===== config.mk =====
export PLATFORM = sky130hd
export DESIGN_NAME = core_s1
export DESIGN_NICKNAME = d
export VERILOG_FILES = /design/src/rtl/core_pkg.sv /design/src/rtl/core_s1_pc.sv /design/src/rtl/core_s1.sv
export SDC_FILE = /design/constraint.sdc
export NUM_CORES = 1
export LEC_CHECK = 0
export ABC_AREA = 1
export CORE_MARGIN = 3
export CORE_UTILIZATION = 45
export CTS_CLUSTER_DIAMETER = 100
export DETAILED_ROUTE_END_ITERATION = 16
export PLACE_DENSITY = 0.75
export SETUP_SLACK_MARGIN = 0.3
export SLEW_MARGIN = 20
export SYNTH_ARGS = -nofsm -noshare
export SYNTH_HDL_FRONTEND = slang
export SYNTH_SLANG_ARGS = --single-unit

===== constraint.sdc =====
create_clock -name i_clk -period 4.2 [get_ports i_clk]
set_input_delay 0.63 -clock i_clk [delete_from_list [all_inputs] [get_ports i_clk]]
set_output_delay 0.63 -clock i_clk [all_outputs]
set_load 0.01 [all_outputs]

===== src/rtl/core_pkg.sv =====
// Shared LETC core types: MMU fetch port, inter-stage structs and the s1 fetch state encoding.
package core_pkg;

    localparam logic [31:0] RESET_PC    = 32'h0000_0000;
    localparam int          INSTR_BYTES = 4;

    typedef enum logic [1:0] {
        S1_FETCH,
        S1_KILL,
        S1_FAULT
    } s1_state_e;

    typedef struct packed {
        logic [31:0] addr;
        logic        valid;
    } mmu_instr_req_s;

    typedef struct packed {
        logic [31:0] instr;
        logic        ready;
        logic        illegal;
    } mmu_instr_rsp_s;

    typedef struct packed {
        logic        valid;
        logic [31:0] pc;
        logic [31:0] instr;
    } s1_to_s2_s;

    typedef struct packed {
        logic        branch_en;
        logic [31:0] branch_target_addr;
    } s2_to_s1_s;

endpackage


===== src/rtl/core_s1_pc.sv =====
// s1 program counter: PC register with +4 advance, redirect mux and the held address of a killed fetch.
module core_s1_pc
    import core_pkg::*;
#(
    parameter logic [31:0] RESET_PC = core_pkg::RESET_PC
) (
    input  logic        clk,
    input  logic        rst_n,
    input  logic        redirect,
    input  logic [31:0] redirect_addr,
    input  logic        advance,
    input  logic        capture_kill,
    output logic [31:0] pc,
    output logic [31:0] killed_addr
);

    always_ff @(posedge clk or negedge rst_n) begin
        if (!rst_n) begin
            pc          <= RESET_PC;
            killed_addr <= RESET_PC;
        end else begin
            if (redirect) begin
                pc <= {redirect_addr[31:2], 2'b00};
            end else if (advance) begin
                pc <= pc + 32'(INSTR_BYTES);
            end
            // The abandoned request must keep its address until the MMU answers it.
            if (capture_kill) begin
                killed_addr <= pc;
            end
        end
    end

endmodule


===== src/rtl/core_s1.sv =====
// LETC core stage 1 (fetch): one outstanding MMU fetch, output holding flop to s2, redirect handling.
// Optional fetch counter port o_s1_fetch_count is built when LETC_CORE_S1_PERF_CNT_EN is defined.
//
// state    | meaning
// S1_FETCH | normal fetching from pc; request only when the output flop will be free
// S1_KILL  | a redirected request is still in flight; its response is discarded
// S1_FAULT | an illegal fetch was delivered; idle until s2 redirects
module core_s1
    import core_pkg::*;
#(
    parameter logic [31:0] RESET_PC = core_pkg::RESET_PC
) (
    input  logic           i_clk,
    input  logic           i_rst_n,
    output mmu_instr_req_s o_mmu_instr_req,
    input  mmu_instr_rsp_s i_mmu_instr_rsp,
    output s1_to_s2_s      o_s1_to_s2,
    input  s2_to_s1_s      i_s2_to_s1,
    input  logic           i_s2_stall,
    output logic           o_s1_fetch_fault
`ifdef LETC_CORE_S1_PERF_CNT_EN
    ,
    output logic [63:0]    o_s1_fetch_count
`endif
);

    s1_state_e   state;
    logic        out_valid;
    logic [31:0] out_pc;
    logic [31:0] out_instr;
    logic        out_fault;
    logic [31:0] pc;
    logic [31:0] killed_addr;
    logic        branch;
    logic        req_valid;
    logic        accept;
    logic        load_out;
    logic        advance;
    logic        capture_kill;

    always_comb begin
        branch = i_s2_to_s1.branch_en;
        unique case (state)
            S1_FETCH: req_valid = ~(out_valid & i_s2_stall);
            S1_KILL:  req_valid = 1'b1;
            default:  req_valid = 1'b0;
        endcase
        // Drop the request while reset is held so the MMU never sees a stale fetch.
        req_valid    = req_valid & i_rst_n;
        accept       = req_valid & i_mmu_instr_rsp.ready;
        load_out     = accept & (state == S1_FETCH) & ~branch;
        advance      = load_out & ~i_mmu_instr_rsp.illegal;
        capture_kill = branch & (state == S1_FETCH) & req_valid & ~i_mmu_instr_rsp.ready;
    end

    core_s1_pc #(
        .RESET_PC (RESET_PC)
    ) u_pc (
        .clk           (i_clk),
        .rst_n         (i_rst_n),
        .redirect      (branch),
        .redirect_addr (i_s2_to_s1.branch_target_addr),
        .advance       (advance),
        .capture_kill  (capture_kill),
        .pc            (pc),
        .killed_addr   (killed_addr)
    );

    always_ff @(posedge i_clk or negedge i_rst_n) begin
        if (!i_rst_n) begin
            state     <= S1_FETCH;
            out_valid <= 1'b0;
            out_pc    <= '0;
            out_instr <= '0;
            out_fault <= 1'b0;
        end else if (branch) begin
            out_valid <= 1'b0;
            out_fault <= 1'b0;
            unique case (state)
                S1_KILL:  state <= accept ? S1_FETCH : S1_KILL;
                S1_FETCH: state <= capture_kill ? S1_KILL : S1_FETCH;
                default:  state <= S1_FETCH;
            endcase
        end else begin
            if (load_out) begin
                out_valid <= 1'b1;
                out_pc    <= pc;
                out_instr <= i_mmu_instr_rsp.instr;
                out_fault <= i_mmu_instr_rsp.illegal;
                if (i_mmu_instr_rsp.illegal) begin
                    state <= S1_FAULT;
                end
            end else if (out_valid & ~i_s2_stall) begin
                out_valid <= 1'b0;
                out_fault <= 1'b0;
            end
            if ((state == S1_KILL) && accept) begin
                state <= S1_FETCH;
            end
        end
    end

    assign o_mmu_instr_req.valid = req_valid;
    assign o_mmu_instr_req.addr  = (state == S1_KILL) ? killed_addr : pc;
    assign o_s1_to_s2.valid      = out_valid;
    assign o_s1_to_s2.pc         = out_pc;
    assign o_s1_to_s2.instr      = out_instr;
    assign o_s1_fetch_fault      = out_fault;

`ifdef LETC_CORE_S1_PERF_CNT_EN
    always_ff @(posedge i_clk or negedge i_rst_n) begin
        if (!i_rst_n) begin
            o_s1_fetch_count <= '0;
        end else if (load_out) begin
            o_s1_fetch_count <= o_s1_fetch_count + 64'd1;
        end
    end
`endif

endmodule

# After elaboration in Yosys (flattened, before gate mapping)
# Index checks and enable logic that the tools add are counted.
[totals] word_cells=48 in_bits=70 register_bits=132
[op_classes] n_reduce_logical=8 eq_ne=1 muxes=16 add_sub_neg=1 n_bitwise=15
[op_table] operator="$mux 32" n=3
[op_table] operator="$add 32x3->32 const B" n=1
[op_table] operator="$and 1x1->1" n=10
[op_table] operator="$reduce_bool 3->1" n=3
[op_table] operator="$mux 2" n=4
[op_table] operator="$mux 1" n=7
[op_table] operator="$not 1->1" n=5
[op_table] operator="$pmux 1 s2" n=2
[op_table] operator="$reduce_and 2->1" n=2
[op_table] operator="$eq 2x1->1 const B" n=1
[op_table] operator="$logic_not 2->1" n=1
[op_table] operator="$reduce_bool 2->1" n=1
[op_table] operator="$logic_and 1x1->1" n=1

# Logic depth before layout (Yosys ltp)
# Gate-level depths: netlist of run 1.
[logic_depth] ltp_word=10 mapped_depth=10 depth_no_buf=10

# By module
# From an unflattened synthesis of run 1, not the netlist that was laid out.
[hier_totals] cells_unflattened=842 hier_area_um2=6432.4
[modules_own_cells] mod="core_s1_pc" cells_each=421 n_inst=1 area_each_um2=3225.6 seq_area_each_um2=1501.4
[modules_own_cells] mod="core_s1" cells_each=421 n_inst=1 area_each_um2=3206.8 seq_area_each_um2=1701.6

# Worst setup path after synthesis of run 1
# OpenSTA, ideal clock, no wires.
[synth_path] kind="reg2out" start="register state[1]" end="output o_mmu_instr_req[10] (netlist name)" arrival_time_ns=1.177 path_stages_with_launch=5 required_ns=3.570 setup_slack_ns=2.393 cell_sequence="dfrtp_1 -> nor2_1 -> clkbuf_1 -> nand2_1 -> o21ai_0"
[synth_rtl] element="from (decl)" line="core_s1.sv:27" source="s1_state_e state;"
[synth_rtl] element="from (signal assigned)" line="core_s1.sv:80" source="S1_KILL: state <= accept ? S1_FETCH : S1_KILL;"
[synth_rtl] element="from (signal assigned)" line="core_s1.sv:81" source="S1_FETCH: state <= capture_kill ? S1_KILL : S1_FETCH;"
[synth_rtl] element="to (decl)" line="core_s1.sv:15" source="output mmu_instr_req_s o_mmu_instr_req,"

==> results.txt, run 1 <==
Outcome: complete, no violations
Min-Delay Path Class: in2async
Final WL: 17090 µm
CTS sink count: 126
Sw Share: 0.3036
Postcts setup bufs: 0
Vias in the first global route: 5462
CP arrival: 2590 ps
Warnings, synthesis: 0
Final Util: 0.6350
Flop pwr share: 0.382
Reg-to-Reg Start: state[1]
DIE HEIGHT: 123.9 µm
Layout cells sized above 1: 0.05035
Pins Over Slew Limit: 0
Iter 0 DRT Violations: 443
IO Count: 169
Max Freq: 310.1 MHz
Inserted Clock Buffers: 17
Clk_lat worst skew: 420 ps
Cell chosen for the clock root: clkbuf_16
CTS tree: built
Slew @ Worst Pin: 866.3 ps
Largest area contributor in the netlist: dfrtp_1
DRT Pass-1 Iters: 5
Pwr/cell area: 549.8 mW/mm²
Final hold violations: 0
Comb power frac: 0.305
Initial Util: 0.4669
Worst Setup SP: state[1]
Post-Route Setup TNS: 0 ps
Top post-synthesis cells by area: dfrtp_1 50%, nand2_1 20%, nand3_1 6.8%, o21ai_0 6.8%, nor2_1 3.2%
Clock network fraction of design power: 0.313
Die Area: 0.01536 mm²
CP Launch Type: flop
Synthesized flop and latch total: 126
Antenna cell count: 0
DRC: 0
Global-route wire length before repair: 27290 µm
Reg clk slew, reported paths: 50 ps
Drt wl/cell: 14.62 µm
RD Place Congestion: 0.9183
Max Cap Violations: 0
Hold-fix buffers, CTS: 0
Worst Skew: 10.04 ps
Gr usage total: 0.2285
Vias: 5878
Register-to-register setup slack: 1830 ps
Final Cycle Share: 0.7679
Bufs on Longest Clock Path: 2
I/O Buffers: 162
Reg2reg path depth: 7
Fillers: 1173
Final net count: 1053
Post-synthesis sequential area ratio: 0.5039
Layout area overhead: 35.99%
Row cnt: 42
PnR Total Power: 4.679 mW
Final antenna-violating net count: 0
Die W: 123.9 µm
Yosys cell types: 27
Core Footprint: 0.01340 mm²
CTS H-tree lvls: 4
Grt total ovfl: 0
Critical Setup Path Class: reg2out
Leak: 3.942 nW
Mapped Area: 0.006257 mm²
Worst-path fanout max: 32
Commonest non-fill, non-tap cell in the layout: nand2_1
Critical Path End Type: primary output
Share of the synthesized area in the top cell type: 0.5039
Clock period minus worst slack: 3225 ps
Syn_area_per_cell: 7.494 µm²
Via/cell ratio: 5.028
Initial antenna violation count: 0
Dpl hpwl: 11760 µm
Setup repair after global routing missed its margin: false
Peak VDD IR: 0.0002848 V
Most frequent cells in the layout: 341 x nand2_1, 161 x clkdlybuf4s50_1, 126 x dfrtp_1, 85 x o21ai_0, 84 x nand3_1
Int Power: 3.258 mW
Mapped Cells: 835
Number of cells upsized or downsized after cts: 0
Max_slew headroom: 0.4225
Critical Path RT: 3570 ps
Hold slack: 148.2 ps
Setup violators final: 0
Pin count of the biggest net entering global routing: 69
Psw: 1.421 mW
==> synth_stat cells <==
master,n
nand2_1,341
dfrtp_1,126
nand3_1,85
o21ai_0,85
nor2_1,53
inv_1,47
clkbuf_1,25
o21ai_1,24
buf_4,9
xor2_1,7
buf_2,5
buf_6,5
a21oi_1,4
inv_2,3
nand2_4,3
or2_2,2
a31oi_1,1
conb_1,1
ha_1,1
inv_4,1
nand4_1,1
nand4_2,1
nor2_2,1
nor2_4,1
nor2_8,1
nor3_1,1
o22ai_1,1
==> registers in the layout (all words and copies together) (netlist names) <==
name	count
out_pc	30
out_valid	1
o_s1_fetch_fault	1
out_instr	32
u_pc.pc	30
u_pc.killed_addr	30
state	2
==> layout make-up <==
| class | count | area (µm²) | area share |
|---|---|---|---|
| tap | 176 | 220.2 | 0.02588 |
| multi-input combinational | 617 | 2691 | 0.3163 |
| inverter | 51 | 193.9 | 0.02279 |
| clock buffer | 22 | 464.2 | 0.05455 |
| clock inverter | 8 | 115.1 | 0.01353 |
| sequential | 126 | 3153 | 0.3705 |
| timing repair buffer | 169 | 1672 | 0.1964 |
==> worst paths after layout <==
path / end
setup / recovery: o_mmu_instr_req[16]
hold / removal: out_instr[8]
setup reg to reg: out_pc[23]
hold reg to reg: out_instr[28]
max in group asynchronous: u_pc.pc[13]
min in group i_clk: out_instr[28]
==> routing by layer <==
layer,wire length (µm),track usage,part of all wire
met5,0,0,0
met4,494,0.1027,0.029
met3,1047,0.05359,0.061
met2,7902,0.3430,0.46
met1,7649,0.3159,0.45
==> power groups by stage <==
| stage | Sequential (mW) | Combinational (mW) | Clock [mW] |
|---|---|---|---|
| floorplan | 1.87 | 0.556 | 0 |
| finish | 1.79 | 1.43 | 1.46 |
| global route | 1.83 | 1.58 | 1.54 |
| detailed placement | 1.80 | 1.43 | 0 |
| CTS | 1.79 | 1.44 | 1.49 |
| global placement | 1.79 | 1.42 | 0 |
==> critical path: stages (launching register included) <==
cell and delay [ps]:
dfrtp_1 440, nor2_4 580, buf_4 400, nand2_1 90, o21ai_0 90, clkdlybuf4s50_1 570
==> cell families after synthesis <==
group | after synthesis | synth area share
simple gates | 490 | 0.3215
flops | 126 | 0.5039
compound gates | 115 | 0.09238
buf+inv | 95 | 0.06978
xor+xnor | 7 | 0.009798
fa+ha+maj | 1 | 0.001999
other cells | 1 | 0.0005993
==> per-stage QoR <==
stage / worst slack, ps / cells / instance area, µm²
floorplan: 2393 / 838 / 6269
global placement: 1207 / 1139 / 7930
detailed placement: 1182 / 1139 / 7930
CTS: 1002 / 1169 / 8509
global route: 804.2 / 1169 / 8509
finish: 975.0 / 1169 / 8509
No activity file was read; power rests on OpenSTA's default activity.
==> run 2: changes to the inputs <==
Settings changed: CORE_UTILIZATION 45 to 44, PLACE_DENSITY 0.75 to 0.77.
Clock period 4.2 ns to 2.96 ns, I/O delays scaled along.
==> results.txt, run 2 (synthesized netlist as in run 1, its figures left out) <==
Outcome: complete, no violations (unchanged)
CP max stage cell: clkdlybuf4s50_1 (was nor2_4)
RD Place Congestion: 0.8970 (was 0.9183)
Clk_lat worst skew: 420 ps (about the same)
Bufs on Longest Clock Path: 2 (unchanged)
Max Cap Violations: 0 (unchanged)
Die W: 125.3 µm (was 123.9 µm)
Gr usage total: 0.2280 (was 0.2285)
Die Area: 0.01569 mm² (was 0.01536 mm²)
Global-route wire length before repair: 28860 µm (was 27290 µm)
Iter 0 DRT Violations: 490 (was 443)
Peak VDD IR: 0.0005835 V (was 0.0002848 V)
Worst Skew: 8.053 ps (was 10.04 ps)
Placed cell areas: 0.007965 mm² (was 0.007930 mm²)
DRT Pass-1 Iters: 5 (unchanged)
CP Launch Type: flop (unchanged)
Via/cell ratio: 5.037 (was 5.028)
Worst reg2reg path endpoint: out_pc[26] (was out_pc[23])
Antenna cell count: 0 (unchanged)
Final net count: 1057 (was 1053)
Commonest non-fill, non-tap cell in the layout: nand2_1 (unchanged)
Pwr/cell area: 798.3 mW/mm² (was 549.8 mW/mm²)
Reg with most FFs: out_instr (unchanged)
Vias in the first global route: 5611 (was 5462)
Grt total ovfl: 0 (unchanged)
Row cnt: 42 (unchanged)
Setup violators final: 0 (unchanged)
IO Count: 169 (unchanged)
Pin count of the biggest net entering global routing: 125 (was 69)
Layout cells sized above 1: 0.05711 (was 0.05035)
Reg clk slew, reported paths: 50 ps (about the same)
Crit-path max cell delay: 590 ps (was 580 ps)
Leak: 3.990 nW (was 3.942 nW)
Most frequent cells in the layout: 341 x nand2_1, 161 x clkdlybuf4s50_1, 126 x dfrtp_1, 85 x o21ai_0, 84 x nand3_1 (unchanged)
Max FFs per register: 32 (unchanged)
Layout area overhead: 37.91% (was 35.99%)
Vias: 5913 (was 5878)
CTS H-tree lvls: 4 (unchanged)
Cell chosen for the clock root: clkbuf_16 (unchanged)
Critical Path RT: 2520 ps (was 3570 ps)
Max_slew headroom: 0.3915 (was 0.4225)
Dpl hpwl: 11910 µm (was 11760 µm)
Initial antenna violation count: 0 (unchanged)
Max Freq: 402.2 MHz
Buffer and inverter count on the worst path: 2 (unchanged)
CTS sink count: 126 (unchanged)
Post-route cell area: 0.008630 mm² (was 0.008509 mm²)
Drt wl/cell: 14.96 µm (was 14.62 µm)
Reg2reg path depth: 6 (was 7)
Min-Delay Path Class: in2async (unchanged)
Post-Route Setup TNS: 0 ps (unchanged)
Final Cycle Share: 0.8400
Worst-path fanout max: 32 (unchanged)
Fillers: 1207 (was 1173)
Register-to-register setup slack: 1070 ps (was 1830 ps)
CP arrival: 2040 ps (was 2590 ps)
Pins Over Slew Limit: 0 (unchanged)
Setup repair after global routing missed its margin: false (unchanged)
Worst path cell trace: nor2_4 -> buf_4 -> nand2_1 -> o21ai_0 -> clkdlybuf4s50_1 (unchanged)
I/O Buffers: 162 (unchanged)
Final hold violations: 0 (unchanged)
Slew @ Worst Pin: 912.8 ps (was 866.3 ps)
PnR Total Power: 6.889 mW (was 4.679 mW)
Clock period minus worst slack: 2486 ps
Final WL: 17570 µm (was 17090 µm)
Final antenna-violating net count: 0 (unchanged)
Reg-to-Reg Start: state[1] (unchanged)
Reg area: 0.003153 mm² (unchanged)
Critical Path End Type: primary output (unchanged)
DIE HEIGHT: 125.3 µm (was 123.9 µm)
CTS tree: built (unchanged)
Initial Util: 0.4615 (was 0.4669)
Core Footprint: 0.01356 mm² (was 0.01340 mm²)
Multi-input logic area: 0.002691 mm² (unchanged)
DRC: 0 (unchanged)
Critical Setup Path Class: reg2out (unchanged)
Inserted Clock Buffers: 17 (unchanged)
Critical path's top delay family: buffers and inverters (unchanged)
## run 2: cell type report
class                      count  share of cell area
clock inverter                11             0.02175
timing repair buffer         173              0.1989
clock buffer                  20             0.05408
multi-input combinational    617              0.3119
inverter                      51             0.02247
sequential                   126              0.3654
tap                          176             0.02552
## run 2: through the flow
step             util  hold slack, ps  worst slack, ps  std cells
3_3_place_gp   0.5875           267.3            598.3       1142
5_1_grt        0.6365           396.1            320.6       1174
4_1_cts        0.6365           387.6            430.8       1174
2_1_floorplan       -           148.4             1339        838
3_5_place_dp   0.5875           267.2            582.5       1142
6_report       0.6365           393.3            473.6       1174
## run 2: worst reg2reg max path, cell delays in order, from the launching register on
cell and delay [ps]:
dfrtp_1 440, inv_2 70, nand2_1 150, nor2_8 80
nand2_4 70, buf_4 720, o21ai_0 210
## run 2: how the worst max path moves through the flow
| stage | cells after the start | end | startpoint | slack [ps] |
|---|---|---|---|---|
| floorplan | 4 | o_mmu_instr_req[10] | state[1] | 1340 |
| global route | 5 | o_mmu_instr_req[26] | state[1] | 320 |
| detailed placement | 7 | out_valid | i_s2_stall | 580 |
| finish | 5 | o_mmu_instr_req[14] | state[1] | 470 |
| global placement | 7 | out_valid | i_s2_stall | 600 |
| CTS | 5 | o_mmu_instr_req[14] | state[1] | 430 |
## run 2: repair_timing
| action | in CTS | in global routing |
|---|---|---|
| hold buffers | 1 | 0 |
| hold endpoints to repair | 2 | 0 |
| resized for setup | 0 | 0 |
| setup buffers | 0 | 0 |
## run 2: routing by layer
layer	global-route usage	wire length, µm	up-vias
met4	0.07717	387	0
met5	0	0	-
met2	0.3556	8192	177
li1	-	-	2954
met3	0.07122	1155	29
met1	0.3036	7829	2753
## run 2: power breakdown
part	leakage, nW	switching (mW)	internal, mW
Clock	0.314	0.758	1.55
Sequential	1.59	0.310	2.23
Combinational	2.09	0.989	1.06
Total	3.99	2.06	4.83
